File: config.mk
export PLATFORM = sky130hd
export DESIGN_NAME = morse_keyer_flat
export DESIGN_NICKNAME = d
export VERILOG_FILES = /design/src/rtl/morse_pkg.sv /design/src/rtl/morse_keyer_if.sv /design/src/rtl/morse_unit_timer.sv /design/src/rtl/morse_keyer.sv /design/src/flat_wrapper.sv
export SDC_FILE = /design/constraint.sdc
export NUM_CORES = 1
export LEC_CHECK = 0
export CAP_MARGIN = 10
export CORE_UTILIZATION = 50
export CTS_BUF_LIST = sky130_fd_sc_hd__clkbuf_2
export CTS_CLUSTER_DIAMETER = 200
export DETAILED_ROUTE_END_ITERATION = 12
export HOLD_SLACK_MARGIN = 0.06
export MAX_ROUTING_LAYER = met4
export PLACE_DENSITY_LB_ADDON = 0.12
export RECOVER_POWER = 100
export SLEW_MARGIN = 0
export SYNTH_ARGS = -nofsm -noshare
export SYNTH_HDL_FRONTEND = slang
export SYNTH_SLANG_ARGS = --single-unit
File: constraint.sdc
create_clock -name CLK -period 5.6 [get_ports CLK]
set_clock_uncertainty 0.1 [all_clocks]
set_input_delay 1.12 -clock CLK [delete_from_list [all_inputs] [get_ports CLK]]
set_output_delay 1.12 -clock CLK [all_outputs]
set_load 0.02 [all_outputs]
File: src/rtl/morse_pkg.sv
// Shared Morse timing constants: one-hot keyer states and element/gap lengths in time units.
// The receiver-side classifier thresholds use the same unit multipliers.
package morse_pkg;

  localparam logic [3:0] ST_IDLE     = 4'b0001;
  localparam logic [3:0] ST_MARK     = 4'b0010;
  localparam logic [3:0] ST_ELEM_GAP = 4'b0100;
  localparam logic [3:0] ST_CHAR_GAP = 4'b1000;

  localparam logic [2:0] DOT_U      = 3'd1;
  localparam logic [2:0] DASH_U     = 3'd3;
  localparam logic [2:0] ELEM_GAP_U = 3'd1;
  localparam logic [2:0] CHAR_GAP_U = 3'd3;
  localparam logic [2:0] WORD_GAP_U = 3'd7;

  localparam int unsigned MAX_LEN_DEFAULT = 6;

endpackage

File: src/rtl/morse_keyer_if.sv
// Character handshake and key/sidetone outputs of the Morse keyer.
// master = pattern lookup side, slave = keyer.
interface morse_keyer_if
  import morse_pkg::*;
#(
  parameter int unsigned MAX_LEN = MAX_LEN_DEFAULT
);
  logic               IN_VALID;
  logic               IN_READY;
  logic [2:0]         IN_LEN;
  logic [MAX_LEN-1:0] IN_PATTERN;
  logic               KEY;
  logic               BUSY;
  logic               DONE;
  logic               TONE;

  modport master (
    output IN_VALID, IN_LEN, IN_PATTERN,
    input  IN_READY, KEY, BUSY, DONE, TONE
  );

  modport slave (
    input  IN_VALID, IN_LEN, IN_PATTERN,
    output IN_READY, KEY, BUSY, DONE, TONE
  );
endinterface

File: src/rtl/morse_unit_timer.sv
// Duration timer: on start, times units x UNIT_CYCLES clocks and flags expire in the last one.
// Counts up from 0 and clears itself on expiry, so it never wraps.
module morse_unit_timer
  import morse_pkg::*;
#(
  parameter int unsigned UNIT_CYCLES = 6000000
) (
  input  logic       CLK,
  input  logic       RESET,
  input  logic       start,
  input  logic [2:0] units,
  output logic       expire
);
  localparam int unsigned CW = $clog2(32'(WORD_GAP_U) * UNIT_CYCLES);

  logic [CW-1:0] cnt_q;
  logic [2:0]    units_q;
  logic [31:0]   limit;

  assign limit  = 32'(units_q) * UNIT_CYCLES - 32'd1;
  assign expire = (units_q != 3'd0) && (32'(cnt_q) == limit);

  // start wins over expire so back-to-back intervals have no idle cycle
  always_ff @(posedge CLK or posedge RESET) begin
    if (RESET) begin
      cnt_q   <= '0;
      units_q <= '0;
    end else if (start) begin
      cnt_q   <= '0;
      units_q <= units;
    end else if (expire) begin
      cnt_q   <= '0;
      units_q <= '0;
    end else if (units_q != 3'd0) begin
      cnt_q <= cnt_q + 1'b1;
    end
  end
endmodule

File: src/rtl/morse_keyer.sv
// Morse keyer: sends one dot/dash pattern per accepted character on KEY with standard timing.
// Define MORSE_KEYER_SIDETONE_EN to build the TONE square-wave divider; otherwise TONE is 0.
module morse_keyer
  import morse_pkg::*;
#(
  parameter int unsigned UNIT_CYCLES = 6000000,
  parameter int unsigned MAX_LEN     = MAX_LEN_DEFAULT,
  parameter int unsigned TONE_HALF   = 50000
) (
  input logic           CLK,
  input logic           RESET,
  morse_keyer_if.slave  bus
);
  localparam int unsigned IW = $clog2(MAX_LEN + 1);

  if (UNIT_CYCLES < 2) begin : g_bad_unit
    $error("UNIT_CYCLES must be at least 2");
  end
  if (TONE_HALF < 1) begin : g_bad_tone
    $error("TONE_HALF must be at least 1");
  end

  logic [3:0]         state_q, state_d;
  logic [IW-1:0]      len_q, len_d, idx_q, idx_d, idx_inc, len_clamp;
  logic [MAX_LEN-1:0] pat_q, pat_d;
  logic               key_q, key_d, ready_q, ready_d, busy_q, done_q, done_d;
  logic               t_start, t_expire;
  logic [2:0]         t_units;

  morse_unit_timer #(
    .UNIT_CYCLES(UNIT_CYCLES)
  ) u_timer (
    .CLK   (CLK),
    .RESET (RESET),
    .start (t_start),
    .units (t_units),
    .expire(t_expire)
  );

  assign idx_inc = idx_q + 1'b1;

  always_comb begin
    if (32'(bus.IN_LEN) > MAX_LEN) len_clamp = IW'(MAX_LEN);
    else                           len_clamp = IW'(bus.IN_LEN);
  end

  // pat_q shifts right at each mark end so bit 0 is always the next element
  always_comb begin
    state_d = state_q;
    len_d   = len_q;
    pat_d   = pat_q;
    idx_d   = idx_q;
    t_start = 1'b0;
    t_units = DOT_U;
    done_d  = 1'b0;
    unique case (state_q)
      ST_IDLE: begin
        if (bus.IN_VALID) begin
          len_d   = len_clamp;
          pat_d   = bus.IN_PATTERN;
          idx_d   = '0;
          t_start = 1'b1;
          if (len_clamp == '0) begin
            state_d = ST_CHAR_GAP;
            t_units = WORD_GAP_U;
          end else begin
            state_d = ST_MARK;
            t_units = bus.IN_PATTERN[0] ? DASH_U : DOT_U;
          end
        end
      end
      ST_MARK: begin
        if (t_expire) begin
          idx_d   = idx_inc;
          pat_d   = pat_q >> 1;
          t_start = 1'b1;
          if (idx_inc < len_q) begin
            state_d = ST_ELEM_GAP;
            t_units = ELEM_GAP_U;
          end else begin
            state_d = ST_CHAR_GAP;
            t_units = CHAR_GAP_U;
          end
        end
      end
      ST_ELEM_GAP: begin
        if (t_expire) begin
          state_d = ST_MARK;
          t_start = 1'b1;
          t_units = pat_q[0] ? DASH_U : DOT_U;
        end
      end
      ST_CHAR_GAP: begin
        if (t_expire) begin
          state_d = ST_IDLE;
          done_d  = 1'b1;
        end
      end
      default: state_d = ST_IDLE;
    endcase
  end

  assign key_d   = (state_d == ST_MARK);
  assign ready_d = (state_d == ST_IDLE);

  always_ff @(posedge CLK or posedge RESET) begin
    if (RESET) begin
      state_q <= ST_IDLE;
      len_q   <= '0;
      pat_q   <= '0;
      idx_q   <= '0;
      key_q   <= 1'b0;
      ready_q <= 1'b1;
      busy_q  <= 1'b0;
      done_q  <= 1'b0;
    end else begin
      state_q <= state_d;
      len_q   <= len_d;
      pat_q   <= pat_d;
      idx_q   <= idx_d;
      key_q   <= key_d;
      ready_q <= ready_d;
      busy_q  <= ~ready_d;
      done_q  <= done_d;
    end
  end

  assign bus.KEY      = key_q;
  assign bus.IN_READY = ready_q;
  assign bus.BUSY     = busy_q;
  assign bus.DONE     = done_q;

`ifdef MORSE_KEYER_SIDETONE_EN
  localparam int unsigned TW = $clog2(TONE_HALF + 1);

  logic [TW-1:0] tone_cnt_q;
  logic          tone_q;

  // Cleared whenever KEY is (or is about to be) low, so each mark starts a fresh divider
  always_ff @(posedge CLK or posedge RESET) begin
    if (RESET) begin
      tone_cnt_q <= '0;
      tone_q     <= 1'b0;
    end else if (!key_d || !key_q) begin
      tone_cnt_q <= '0;
      tone_q     <= 1'b0;
    end else if (32'(tone_cnt_q) == TONE_HALF - 1) begin
      tone_cnt_q <= '0;
      tone_q     <= ~tone_q;
    end else begin
      tone_cnt_q <= tone_cnt_q + 1'b1;
    end
  end

  assign bus.TONE = tone_q;
`else
  assign bus.TONE = 1'b0;
`endif

endmodule

File: src/flat_wrapper.sv
// flat-port wrapper written by rule: the top's interface ports become plain ports
module morse_keyer_flat import morse_pkg::*;
#(
  parameter int unsigned UNIT_CYCLES = 6000000,
  parameter int unsigned MAX_LEN     = MAX_LEN_DEFAULT,
  parameter int unsigned TONE_HALF   = 50000
)
  (CLK, RESET, bus_IN_VALID, bus_IN_LEN, bus_IN_PATTERN, bus_IN_READY, bus_KEY, bus_BUSY, bus_DONE, bus_TONE);
  morse_keyer_if #(.MAX_LEN(MAX_LEN)) bus_i ();
  input logic CLK;
  input logic RESET;
  input wire logic [$bits(bus_i.IN_VALID)-1:0] bus_IN_VALID;
  input wire logic [$bits(bus_i.IN_LEN)-1:0] bus_IN_LEN;
  input wire logic [$bits(bus_i.IN_PATTERN)-1:0] bus_IN_PATTERN;
  output wire logic [$bits(bus_i.IN_READY)-1:0] bus_IN_READY;
  output wire logic [$bits(bus_i.KEY)-1:0] bus_KEY;
  output wire logic [$bits(bus_i.BUSY)-1:0] bus_BUSY;
  output wire logic [$bits(bus_i.DONE)-1:0] bus_DONE;
  output wire logic [$bits(bus_i.TONE)-1:0] bus_TONE;
  assign bus_i.IN_VALID = bus_IN_VALID;
  assign bus_i.IN_LEN = bus_IN_LEN;
  assign bus_i.IN_PATTERN = bus_IN_PATTERN;
  assign bus_IN_READY = bus_i.IN_READY;
  assign bus_KEY = bus_i.KEY;
  assign bus_BUSY = bus_i.BUSY;
  assign bus_DONE = bus_i.DONE;
  assign bus_TONE = bus_i.TONE;
  morse_keyer #(.UNIT_CYCLES(UNIT_CYCLES), .MAX_LEN(MAX_LEN), .TONE_HALF(TONE_HALF)) u_core (.CLK(CLK), .RESET(RESET), .bus(bus_i));
endmodule
Word-level counts from Yosys, hierarchy flattened
Cells that the tools add are included.
{"block": "totals", "regBits": 49, "latchBits": 0, "ram_bits": 0, "rom_bits": 0, "output_inout_bits": 5, "wordCells": 66, "n_memories": 0}
{"block": "op_classes", "addsub": 3, "multipliers": 1, "n_div": 0, "n_lt_le_gt_ge": 2, "eq_ne": 9, "shift": 0, "mux": 31, "bitwise_logic": 1, "reduce_logical": 9}
{"cell": "$mux W26", "count": 3}
{"cell": "$eq A26 B32 Y1", "count": 1}
{"cell": "$mux W3", "count": 9}
{"cell": "$sub A26 B1 Y27 const B", "count": 1}
{"cell": "$add A26 B1 Y26 const B", "count": 1}
{"cell": "$mux W4", "count": 6}
{"cell": "$mul A3 B16 Y19 const B", "count": 1}
{"cell": "$pmux W4 S4", "count": 1}
{"cell": "$mux W6", "count": 2}
{"cell": "$pmux W6 S2", "count": 1}
{"cell": "$pmux W3 S3", "count": 1}
{"cell": "$eq A4 B1 Y1 const B", "count": 2}
{"cell": "$eq A4 B2 Y1 const B", "count": 2}
{"cell": "$mux W2", "count": 3}
{"cell": "$pmux W3 S2", "count": 1}
{"cell": "$reduce_bool A3 Y1", "count": 2}
{"cell": "$eq A4 B3 Y1 const B", "count": 1}
{"cell": "$eq A4 B4 Y1 const B", "count": 1}
{"cell": "$reduce_bool A2 Y1", "count": 2}
{"cell": "$add A3 B1 Y3 const B", "count": 1}
{"cell": "$gt A3 B3 Y1 const B", "count": 1}
{"cell": "$logic_not A3 Y1", "count": 1}
{"cell": "$lt A3 B3 Y1", "count": 1}
{"cell": "$mux W1", "count": 3}
{"cell": "8 further kinds", "count": 8}

Logic depth before layout (Yosys ltp)
Gate-level depths: netlist of run 1.
{"block": "logic_depth", "ltp_word": 8, "depth_mapped": 17, "mapped_depth_nobuf": 15}

Hierarchy
Synthesis of run 1 repeated with hierarchy kept, for this count alone.
{"block": "hier_totals", "hier_cells": 456, "hier_area_um2": 4071.4}
{"mod": "morse_unit_timer", "n_inst": 1, "cells_each": 346, "area_per_inst_um2": 2990.4, "seq_area_each_um2": 725.7}
{"mod": "morse_keyer", "n_inst": 1, "cells_each": 110, "area_per_inst_um2": 1081.0, "seq_area_each_um2": 503.0}

Worst setup path after synthesis of run 1
No wires, ideal clock.
{"block": "synth_path", "path_type": "register to register", "from": "reg u_core.u_timer.units_q[1]", "to": "reg u_core.idx_q[0]", "arrival_time_ns": 4.394, "required_time_ns": 5.375, "slack_ns": 0.982, "path_stages_with_launch": 17, "path_buffers": 1, "synth_period_minus_slack_ns": 4.618, "path_cell_list": "dfrtp_1 > inv_1 > ha_1 > inv_1 > ha_1 > fa_1 > or4b_4 > a2111oi_4 > a21oi_1 > or3_1 > mux2i_1 > nand4_1 > nor3_2 > o311ai_2 > buf_6 > o21a_1 > mux2_2"}
{"block": "synth_via", "elab_chain_len": 6}
{"item": "start, declared", "line_no": "morse_unit_timer.sv:17", "source": "logic [2:0] units_q;"}
{"item": "start signal, assigned", "line_no": "morse_unit_timer.sv:30", "source": "units_q <= units;"}
{"item": "$mul A3 B16 Y19", "line_no": "morse_unit_timer.sv:20", "source": "assign limit = 32'(units_q) * UNIT_CYCLES - 32'd1;"}
{"item": "$sub A26 B1 Y27", "line_no": "morse_unit_timer.sv:20"}
{"item": "$eq A26 B32 Y1", "line_no": "morse_unit_timer.sv:21", "source": "assign expire = (units_q != 3'd0) && (32'(cnt_q) == limit);"}
{"item": "$logic_and A1 B1 Y1 (*)", "line_no": "morse_unit_timer.sv:21"}
{"item": "$ne A2 B1 Y1 (no source line) (*)"}
{"item": "$reduce_and A3 Y1 (no source line) (*)"}
{"item": "end signal, assigned", "line_no": "morse_keyer.sv:120", "source": "idx_q <= idx_d;"}
{"item": "end, declared", "line_no": "morse_keyer.sv:24", "source": "logic [IW-1:0] len_q, len_d, idx_q, idx_d, idx_inc, len_clamp;"}
Every way passes the cells marked *; elsewhere a longest branch is shown, timed or not.
A chain may end at the register's enable or synchronous reset.

Worst setup path after layout of run 1
Same ends and word-level chain as after synthesis.

==> summary.md, run 1 <==
| Metric | Value |
|---|---|
| Fmax | `193.6 MHz` |
| Die Span Y | `about 88 um` |
| DR pass1 iterations | `4` |
| Clk Latency, worst-skew pair | `0.43 ns` |
| WS Path Type | `flip-flop to flip-flop` |
| Cell Pwr Density | `141.3 nW/um^2` |
| Final hold viol count | `0` |
| Crit path DAT | `5.42 ns` |
| Core area | `6944 um^2` |
| CTS max path bufs | `2` |
| Fill count | `620` |
| Synth async-reset ratio | `100.0%` |
| Ports | `17` |
| YS warnings | `0` |
| LEAKAGE | `1.769 nW` |
| Top cell type's share of synthesized area | `31.85%` |
| Req. time, crit path | `just under 6 ns` |
| DP HPWL | `6003 um` |
| Synthesized net count | `456` |
| Initial antenna violation count | `0` |
| Least-Margin Pin Slew | `1.833 ns` |
| First-pass GRT wire length | `between 10000 and 15000 um` |
| Layout Nets | `468` |
| Syn Std Cell Area | `approximately 3700 um^2` |
| Final Core Density | `57.64%` |
| Total power | `between 500 and 600 uW` |
| Fin. max-slew vios | `50` |
| Max H-tree Level | `2` |
| Initial Util | `a little over half` |
| Failing checks | `capacitance limit, slew limit` |
| Top cells by count, synth | `nor2_1 (53), dfrtp_1 (47), nand2_1 (36), xor2_1 (35)` |
| Worst vdd ir | `0.1190 mV` |
| Seq/Total Area, Yosys | `33.28%` |
| Tcrit/Tclk final | `92.22%` |
| Fin cells | `531` |
| Yosys top cell by area | `dfrtp_1` |
| Post-synth EDFFs | `0` |
| Startpoint types | `flip-flop` |
| Final setup viols | `0` |
| Synthesis-to-layout area growth | `8.404%` |
| Cells after Synth | `422` |
| Crit path time final | `roughly 5.2 ns` |
| Die width | `~90 um` |
| Total detailed-routing wirelength | `8090 um` |
| Synth Area in Compound Gates | `15.35%` |
| Mux cell area share after synthesis | `1.932%` |
| # clock sinks | `roughly 50` |
| Vias in the first global route | `between 2k and 3k` |
| Final TNS setup | `0 ns` |
| Final hold slack | `0.4134 ns` |
| Via count | `3015` |
| Root Driver | `clkbuf_2` |
| Syn avg cell area | `between 8 and 9 um^2` |
| Global route overflow | `0` |
| Largest net degree at the start of global routing | `50` |
| Most frequent cell after synthesis | `nor2_1` |
| Clock transition at path regs | `0.27 ns` |
| Status | `finished, violations left` |
| Total of max-cap violations | `1` |
| Ys flop type | `dfrtp_1` |
| Slew headroom | `-22.34%` |
| Residual DRC count | `0` |
| HP Class | `flip-flop to flip-flop` |
| Main combinational cell family by area after synthesis | `simple AND/OR/NAND/NOR gates` |
| #FFs+latches synth | `49` |
| # rows | `30` |
| Unique cell type count in the Yosys netlist | `65` |
| Port bufs | `15` |
| DIE AREA | `7733 um^2` |
| Crit path max fanout | `9` |
| GP Congestion | `roughly 0.91` |
| Top cells by area, synth | `dfrtp_1 (32%), xor2_1 (8.3%), ha_1 (5.8%), nor2_1 (5.4%), xnor2_1 (3.8%)` |
| DR vias/cell | `5.678` |
| Xor/xnor share of the synthesized area | `between 10% and 20%` |
| GRT Total Usage | `about a quarter` |
| TritonCTS clock tree | `done` |
| Synth Area in Adders | `8.472%` |
| RSZ-0062 raised after global routing | `no` |
| Antenna Nets Post-Route | `0` |
| Wirelength per Cell | `around 15 um` |
| Share of cells above drive strength 1 | `6.437%` |
| Post-Synth Simple-Gate Area | `24.50%` |
| CTS Buf Count | `5` |
| Cts hold-fix bufs | `0` |
| Post-CTS Setup Bufs | `0` |
| Critical Path End Type | `flip-flop` |
| Dpl cells | `around 520` |
| Ant. Diodes | `0` |
| 1st-iter DRT viols | `210` |
[timing repair]
action	in CTS	in global routing
setup endpoints to repair	0	22
resized for setup	0	2
endpoints found under the hold margin	0	0
[layout by cell type (no fill, tap or decap), types with 5 or more instances in the layout]
cell and count:
inv_1 16, ha_1 17, nor2b_1 6, clkbuf_2 5
nor2_1 52, nand3_1 21, mux2i_1 6, nand2_1 36
a21oi_1 21, and4_1 5, o21ai_0 11, nor3_1 10
nor4b_1 5, a31oi_1 8, clkdlybuf4s50_1 9, dlygate4sd3_1 6
nand4_1 10, fa_1 5, xnor2_1 16, a21o_1 7
nor4_1 5, xor2_1 35, buf_4 7, and3_1 9
dfrtp_1 47
[state kept, by name (all words and copies together), names as in the netlist]
name	count
u_core.bus.BUSY	1
u_core.bus.DONE	1
u_core.bus.IN_READY	1
u_core.bus.KEY	1
u_core.idx_q	3
u_core.len_q	3
u_core.pat_q	6
u_core.state_q	4
u_core.u_timer.cnt_q	26
u_core.u_timer.units_q	3
[logic make-up after synthesis]
kind of cell / after synthesis
AO/OA/AOI/OAI: 79
other: 1
buffers and inverters: 34
flip-flops: 49
adder cells (fa/ha/maj): 22
AND/OR/NAND/NOR: 179
multiplexers: 7
XOR/XNOR: 51
[where the power goes]
group / switching (mW) / leakage (nW) / internal, mW / total [mW]
registers: 0 / 0.636 / 0.355 / 0.355
logic: 0.00930 / 1.09 / 0.00672 / 0.0160
clock network: 0.118 / 0.0433 / 0.0765 / 0.195
[final timing paths]
check | startpoint | endpoint | slack (ns) | depth (start not counted)
setup / recovery | u_core.u_timer.units_q[1]$_DFFE_PP0P_ | u_core.idx_q[0]$_DFFE_PP0P_ | 0.44 | 16
hold / removal | u_core.len_q[0]$_DFFE_PP0P_ | u_core.len_q[0]$_DFFE_PP0P_ | 0.41 | 2
setup reg to reg | u_core.u_timer.units_q[1]$_DFFE_PP0P_ | u_core.idx_q[0]$_DFFE_PP0P_ | 0.44 | 16
hold reg to reg | u_core.len_q[0]$_DFFE_PP0P_ | u_core.len_q[0]$_DFFE_PP0P_ | 0.41 | 2
max in group asynchronous | RESET | u_core.u_timer.cnt_q[20]$_DFFE_PP0P_ | 2.75 | 2
min in group asynchronous | RESET | u_core.len_q[1]$_DFFE_PP0P_ | 1.58 | 2
[worst max-delay path: stages (launching register included)]
cell,delay [ns]
dfrtp_1,0.57
inv_1,0.17
ha_1,0.37
inv_1,0.10
ha_1,0.31
fa_1,0.57
or4b_4,0.58
a2111oi_4,0.48
a21oi_1,0.12
or3_1,0.35
mux2i_1,0.18
nand4_1,0.14
nor3_2,0.20
o311ai_4,0.21
buf_4,0.21
o21a_1,0.17
mux2_2,0.26
[final cells by class]
cell class                      count  area [um^2]  share of cell area [%]
Tap cell                           96        120.1                   3.001
Multi-Input combinational cell    339         2318                   57.92
Sequential cell                    49         1229                   30.70
Clock inverter                      3        43.79                   1.094
Clock buffer                        5        25.02                  0.6252
Inverter                           16        60.06                   1.500
Timing Repair Buffer               23        206.4                   5.158
[metal layers]
layer,global-route usage (%),share of wire [%],vias up
li1,-,-,1519
met1,35.60,52,1447
met2,33.40,44,43
met3,3.205,2.9,6
met4,4.471,0.62,0
met5,-,0,-
[through the flow]
stage,instance area (um^2),worst slack [ns]
3_5_place_dp,3931,0.3462
4_1_cts,4000,0.2375
2_1_floorplan,3692,0.9817
6_report,4003,0.4356
5_1_grt,4003,0.04506
3_3_place_gp,3931,0.5366
Note: power is estimated with default switching activity, not from simulation.
==> inputs of run 2 (changes only) <==
- ABC_CLOCK_PERIOD_IN_PS: default -> 5600
- GPL_TIMING_DRIVEN: default -> 0
==> run 2 against run 1 <==
Effect of this change: the run still ends with capacitance limit, slew limit left; total power is 7.8% lower; clock-buffer cell count rose by 1; hold slack improved by 0.0085 ns; sequential share of layout area is 0.15 points lower; critical path depth did not move; critical path type unchanged.
==> summary.md, run 2 (same netlist as run 1, synthesis figures left out) <==
| Metric | Value |
|---|---|
| Clock transition at path regs | `0.26 ns (about the same)` |
| First-pass GRT wire length | `14100 um (+3.4%)` |
| Core area | `6944 um^2 (unchanged)` |
| Commonest non-fill, non-tap cell in the layout | `nor2_1` |
| Initial antenna violation count | `0 (unchanged)` |
| P_sw | `125.5 uW (-1.7%)` |
| Gr busiest metal | `met2` |
| Dpl cells | `534 (+2.1%)` |
| Critical path cell sequence | `inv_1 -> ha_1 -> inv_1 -> ha_1 -> fa_1 -> or4b_4 -> a2111oi_4 -> a21oi_1 -> or3_1 -> mux2i_1 -> nand4_1 -> nor3_2 -> o311ai_4 -> buf_6 -> o21a_1 -> mux2_2` |
| Final TNS setup | `0 ns (unchanged)` |
| R2R Setup Slk | `0.40 ns (-0.03 ns)` |
| Die Span Y | `87.94 um (unchanged)` |
| Hold Path End | `u_core.len_q[0]$_DFFE_PP0P_` |
| DR pass1 iterations | `4 (unchanged)` |
| Tcrit/Tclk final | `92.82% (+0.60 points)` |
| Largest net degree at the start of global routing | `30 (-40%)` |
| Wirelength per Cell | `15.15 um (-0.56%)` |
| Residual DRC count | `0 (unchanged)` |
| Post-CTS Setup Bufs | `0 (unchanged)` |
| # clock sinks | `49 (unchanged)` |
| WS Path Type | `flip-flop to flip-flop` |
| Met1 Track Usage GR | `34.59% (-1.0 points)` |
| Failing checks | `capacitance limit, slew limit` |
| # rows | `30 (unchanged)` |
| DR vias/cell | `5.749 (+1.3%)` |
| Slowest library cell on the worst path | `fa_1` |
| Total detailed-routing wirelength | `8211 um (+1.5%)` |
| GR Util met3 | `3.299% (+0.094 points)` |
| GP Congestion | `0.8873 (-2.1%)` |
| RSZ-0062 raised after global routing | `no` |
| Initial Util | `53.17% (unchanged)` |
| Die width | `87.94 um (unchanged)` |
| Startpoint types | `flip-flop` |
| Global route overflow | `0 (unchanged)` |
| Post-placement cell area | `3983 um^2 (+1.3%)` |
| Via count | `3116 (+3.3%)` |
| Sequential share of power | `68.0% (+5.3 points)` |
| Least-Margin Pin Slew | `1.541 ns (-0.2923 ns)` |
| Fmax | `192.4 MHz (-0.65%)` |
| HP Class | `flip-flop to flip-flop` |
| Port bufs | `15 (unchanged)` |
| Sw Ratio | `24.06% (+1.5 points)` |
| Fill count | `662 (+6.8%)` |
| LEAKAGE | `1.783 nW (+0.77%)` |
| Worst path max stage delay | `0.59 ns (about the same)` |
| Max H-tree Level | `2 (unchanged)` |
| Reg2reg start | `u_core.u_timer.units_q[1]$_DFFE_PP0P_` |
| DP HPWL | `6212 um (+3.5%)` |
| Cell Pwr Density | `129.5 nW/um^2 (-8.4%)` |
| Delay-heaviest family, CP | `simple AND/OR/NAND/NOR gates` |
| TritonCTS clock tree | `done` |
| Critical R2R Capture | `u_core.idx_q[0]$_DFFE_PP0P_` |
| Ports | `17 (unchanged)` |
| Crit path max fanout | `10 (+1)` |
| Crit path time final | `5.198 ns (+0.03359 ns)` |
| Fin. max-slew vios | `30 (-40%)` |
| Slew headroom | `-2.716% (+20 points)` |
| Pint | `396.0 uW (-9.6%)` |
| Final hold viol count | `0 (unchanged)` |
| GRT Total Usage | `24.05% (+0.54 points)` |
| Worst Setup SP | `u_core.u_timer.units_q[1]$_DFFE_PP0P_` |
| Bufs and invs on worst path | `3 (unchanged)` |
| Worst vdd ir | `0.1085 mV (-8.8%)` |
| Final setup viols | `0 (unchanged)` |
| Most frequent cells in the layout | `nor2_1 (53), dfrtp_1 (46), nand2_1 (36)` |
| CTS Buf Count | `5 (unchanged)` |
| Met2 usage | `35.59% (+2.2 points)` |
| 1st-iter DRT viols | `188 (-10%)` |
| Fin cells | `542 (+2.1%)` |
| Synthesis-to-layout area growth | `9.048%` |
| CTS max path bufs | `2 (unchanged)` |
| R2R depth | `16 (unchanged)` |
| Critical Path End Type | `flip-flop` |
| Antenna Nets Post-Route | `0 (unchanged)` |
| Design area | `4026 um^2 (+0.59%)` |
| Reg with most FFs | `u_core.u_timer.cnt_q` |
| Root Driver | `clkbuf_2` |
| Combinational share of power | `3.3% (+0.5 points)` |
| Vias in the first global route | `2968 (+6.6%)` |
| Status | `finished, violations left` |
| Clk Latency, worst-skew pair | `0.43 ns (about the same)` |
| Share of cells above drive strength 1 | `7.175% (+0.74 points)` |
| Req. time, crit path | `5.86 ns (about the same)` |
| Crit path DAT | `5.46 ns (+0.04 ns)` |
| Max reg flops | `26 (unchanged)` |
| Biggest regs | `u_core.u_timer.cnt_q x26, u_core.pat_q x6, u_core.state_q x4` |
| DIE AREA | `7733 um^2 (unchanged)` |
| Clk network pwr share | `28.7% (-5.7 points)` |
| Worst hold start | `u_core.len_q[0]$_DFFE_PP0P_` |
| Ant. Diodes | `0 (unchanged)` |
| Hold depth | `2 (unchanged)` |
| Total of max-cap violations | `1 (unchanged)` |
| Layout Nets | `479 (+2.4%)` |
[run 2: cell types whose count changed in the layout (fill, tap and decap cells not counted), moves of 2 or more]
cell,change
buf_2,+5
buf_4,-5
buf_6,+2
clkbuf_1,+7
clkbuf_2,+2
[run 2: final cells by class]
type / count / area (um^2) / share of cell area (%)
buffer: 18 / 97.59 / 2.424
inverter: 16 / 60.06 / 1.492
clock buffer: 6 / 30.03 / 0.7458
multi-input combinational: 339 / 2321 / 57.64
tap: 96 / 120.1 / 2.983
clock inverter: 2 / 13.76 / 0.3418
timing repair buffer: 16 / 153.9 / 3.822
sequential: 49 / 1230 / 30.55
[run 2: per-layer routing]
layer,vias to the layer above,routed length (um)
li1,1546,-
met1,1509,4303
met2,52,3599
met3,9,211
met4,0,95
met5,-,0
[run 2: how the worst max path moves through the flow]
| stage | to | slack [ns] | depth (start not counted) |
|---|---|---|---|
| after floorplan | u_core.idx_q[0]$_DFFE_PP0P_ | 0.98 | 16 |
| after global placement | u_core.idx_q[0]$_DFFE_PP0P_ | 0.34 | 16 |
| after detailed placement | u_core.idx_q[0]$_DFFE_PP0P_ | 0.26 | 16 |
| after CTS | u_core.idx_q[0]$_DFFE_PP0P_ | 0.23 | 16 |
| after global routing | u_core.u_timer.cnt_q[14]$_DFFE_PP0P_ | 0.08 | 14 |
| final | u_core.idx_q[0]$_DFFE_PP0P_ | 0.40 | 16 |
[run 2: worst min-delay path, cell delays in order (launching register included)]
cell	delay (ns)
dfrtp_1	0.41
nand2_1	0.06
nand2_1	0.05
[run 2: what timing repair did]
action,CTS,global route
endpoints found under the setup margin,0,27
resized for setup,0,3
hold buffers,0,0
[run 2: power by group through the flow]
stage / Clock [mW] / Sequential (mW) / Combinational [mW]
CTS: 0.156 / 0.355 / 0.0194
global route: 0.171 / 0.355 / 0.0192
finish: 0.150 / 0.355 / 0.0170
detailed placement: 0 / 0.361 / 0.0194
floorplan: 0 / 0.361 / 0.00682
global placement: 0 / 0.361 / 0.0174
[run 2: per-stage QoR]
stage | hold WS [ns] | setup slack (ns) | utilization (%) | total power, mW
after floorplan | 0.3386 | 0.9817 | - | 0.3674
after global placement | 0.3589 | 0.3372 | 57.06 | 0.3779
after detailed placement | 0.3614 | 0.2632 | 57.35 | 0.3799
after CTS | 0.4161 | 0.2304 | 57.98 | 0.5302
after global routing | 0.4520 | 0.08198 | 57.98 | 0.5451
final | 0.4219 | 0.4020 | 57.98 | 0.5215
==> inputs of run 3 (changes only) <==
- CAP_MARGIN: 10 -> 20
- CORE_MARGIN: default -> 1.5
==> run 3 against run 2 <==
Effect of this change: register-to-register slack got worse by 0.08 ns; highest routed layer unchanged; critical path type unchanged; routed wire length fell by 0.55%; largest cell class unchanged; non-clock buffer count did not move; the run still ends with capacitance limit, slew limit left; largest power group unchanged.
==> summary.md, run 3 (same netlist as run 1, synthesis figures left out) <==
| Metric | Value |
|---|---|
| DP HPWL | `6143 um (-1.1%)` |
| Dpl cells | `537 (+0.56%)` |
| Core area | `7214 um^2 (+3.9%)` |
| Largest net degree at the start of global routing | `43 (+43%)` |
| CTS Buf Count | `5 (unchanged)` |
| RSZ-0062 raised after global routing | `no` |
| Post-placement cell area | `3986 um^2 (about the same)` |
| Slew headroom | `-51.01% (-48 points)` |
| Req. time, crit path | `5.88 ns (+0.02 ns)` |
| Total of max-cap violations | `1 (unchanged)` |
| Hold Path End | `u_core.len_q[0]$_DFFE_PP0P_` |
| Max H-tree Level | `2 (unchanged)` |
| Critical R2R Capture | `u_core.idx_q[0]$_DFFE_PP0P_` |
| Delay-heaviest family, CP | `simple AND/OR/NAND/NOR gates` |
| Root Driver | `clkbuf_2` |
| Initial Util | `51.18% (-2.0 points)` |
| Share of cells above drive strength 1 | `6.726% (-0.45 points)` |
| Place WS | `0.3870 ns (+0.1238 ns)` |
| Crit path max fanout | `10 (unchanged)` |
| CTS max path bufs | `2 (unchanged)` |
| Failing checks | `capacitance limit, slew limit` |
| WS Path Type | `flip-flop to flip-flop` |
| # rows | `31 (+3.3%)` |
| LEAKAGE | `1.781 nW (-0.13%)` |
| GRT Total Usage | `22.62% (-1.4 points)` |
| Critical Path End Type | `flip-flop` |
| GP Congestion | `0.8633 (-2.7%)` |
| DR pass1 iterations | `4 (unchanged)` |
| Hold depth | `2 (unchanged)` |
| Ant. Diodes | `0 (unchanged)` |
| HP Class | `flip-flop to flip-flop` |
| Least-Margin Pin Slew | `2.265 ns (+0.7244 ns)` |
| Layout Nets | `479 (unchanged)` |
| Global route overflow | `0 (unchanged)` |
| Port bufs | `15 (unchanged)` |
| Vias in the first global route | `2850 (-4.0%)` |
| 1st-iter DRT viols | `262 (+39%)` |
| Most frequent cells in the layout | `nor2_1 (53), dfrtp_1 (47), nand2_1 (36)` |
| Die width | `88.94 um (+1.1%)` |
| Design area | `4024 um^2 (about the same)` |
| Worst hold start | `u_core.len_q[0]$_DFFE_PP0P_` |
| Startpoint types | `flip-flop` |
| Die Span Y | `88.94 um (+1.1%)` |
| Final setup viols | `0 (unchanged)` |
| Fin cells | `545 (+0.55%)` |
| # clock sinks | `49 (unchanged)` |
| Clock transition at path regs | `0.28 ns (+0.02 ns)` |
| Max reg flops | `26 (unchanged)` |
| Bufs and invs on worst path | `3 (unchanged)` |
| Cts hold-fix bufs | `0 (unchanged)` |
| Worst vdd ir | `0.1192 mV (+9.9%)` |
| Worst setup margin | `0.3247 ns (-0.07736 ns)` |
| Fmax | `189.6 MHz (-1.5%)` |
| Total detailed-routing wirelength | `8166 um (-0.55%)` |
| Reg with most FFs | `u_core.u_timer.cnt_q` |
| Antenna Nets Post-Route | `0 (unchanged)` |
| Final Core Density | `55.78% (-2.2 points)` |
| R2R depth | `16 (unchanged)` |
| Cell Pwr Density | `130.7 nW/um^2 (+0.91%)` |
| Status | `finished, violations left` |
| R2R Setup Slk | `0.32 ns (-0.08 ns)` |
| Clk Latency, worst-skew pair | `0.45 ns (+0.02 ns)` |
| Fin. max-slew vios | `43 (+43%)` |
| Post-CTS Setup Bufs | `0 (unchanged)` |
| Synthesis-to-layout area growth | `8.980% (about the same)` |
| Tcrit/Tclk final | `94.20% (+1.4 points)` |
| Critical path depth in cells | `16 (unchanged)` |
| Wirelength per Cell | `14.98 um (-1.1%)` |
| Critical path cell sequence | `inv_1 -> ha_1 -> inv_1 -> ha_1 -> fa_1 -> or4b_4 -> a2111oi_4 -> a21oi_1 -> or3_1 -> mux2i_1 -> nand4_1 -> nor3_2 -> o311ai_4 -> buf_6 -> o21a_1 -> mux2_2` |
| Residual DRC count | `0 (unchanged)` |
| Final hold viol count | `0 (unchanged)` |
| Worst path max stage delay | `0.59 ns (about the same)` |
| DR vias/cell | `5.780 (+0.53%)` |
| DIE AREA | `7909 um^2 (+2.3%)` |
| Crit path time final | `5.275 ns (+0.07736 ns)` |
| Slowest library cell on the worst path | `dfrtp_1` |
| Ports | `17 (unchanged)` |
| Reg2reg start | `u_core.u_timer.units_q[1]$_DFFE_PP0P_` |
| Commonest non-fill, non-tap cell in the layout | `nor2_1` |
| Final TNS setup | `0 ns (unchanged)` |
| TritonCTS clock tree | `done` |
| Via count | `3150 (+1.1%)` |
| First-pass GRT wire length | `13570 um (-3.8%)` |
| Crit path DAT | `5.55 ns (+0.09 ns)` |
| Biggest regs | `u_core.u_timer.cnt_q x26, u_core.pat_q x6, u_core.state_q x4` |
| Initial antenna violation count | `0 (unchanged)` |
==> run 3: power breakdown <==
part | internal, mW | switching [mW] | total (mW)
combinational | 0.00733 | 0.00959 | 0.0169
sequential | 0.355 | 0 | 0.355
clock | 0.0338 | 0.120 | 0.154
==> run 3: final cells by class <==
cell class                 instances  area, um^2
buffer                            18       97.59
clock buffer                       6       30.03
clock inverter                     2       13.76
fill                             711        3191
inverter                          16       60.06
multi-input combinational        339        2316
sequential                        49        1229
tap                               99       123.9
timing repair buffer              16       153.9
==> run 3: through the flow <==
step | hold slack [ns] | total power, mW
3_5_place_dp | 0.3617 | 0.3800
4_1_cts | 0.4187 | 0.5314
2_1_floorplan | 0.3386 | 0.3674
5_1_grt | 0.4343 | 0.5457
3_3_place_gp | 0.3566 | 0.3779
6_report | 0.4091 | 0.5259
==> run 3: what timing repair did <==
item / CTS / global route
resized for setup: 0 / 1
setup endpoints to repair: 0 / 14
hold endpoints to repair: 0 / 0
==> run 3: how the worst max path moves through the flow <==
stage,slack (ns),from,end
2_1_floorplan,0.98,u_core.u_timer.units_q[1]$_DFFE_PP0P_,u_core.idx_q[0]$_DFFE_PP0P_
3_3_place_gp,0.34,u_core.u_timer.units_q[1]$_DFFE_PP0P_,u_core.idx_q[0]$_DFFE_PP0P_
3_5_place_dp,0.39,u_core.u_timer.units_q[1]$_DFFE_PP0P_,u_core.idx_q[0]$_DFFE_PP0P_
4_1_cts,0.32,u_core.u_timer.units_q[1]$_DFFE_PP0P_,u_core.u_timer.cnt_q[5]$_DFFE_PP0P_
5_1_grt,0.005,u_core.u_timer.units_q[1]$_DFFE_PP0P_,u_core.state_q[2]$_DFF_PP0_
6_report,0.32,u_core.u_timer.units_q[1]$_DFFE_PP0P_,u_core.idx_q[0]$_DFFE_PP0P_
==> run 3: layer usage <==
| layer | GRT usage, % | part of all wire (%) | vias to the layer above |
|---|---|---|---|
| met5 | - | 0 | - |
| met4 | 6.154 | 1.3 | 0 |
| met3 | 2.770 | 4.4 | 10 |
| met2 | 33.68 | 44 | 66 |
| met1 | 32.67 | 50 | 1523 |
| li1 | - | - | 1551 |
==> run 3: worst min-delay path, delay by kind of cell, from the launching register on <==
family           cells  cell delay [ns]
and+or+nand+nor      2             0.10
DFF                  1             0.41
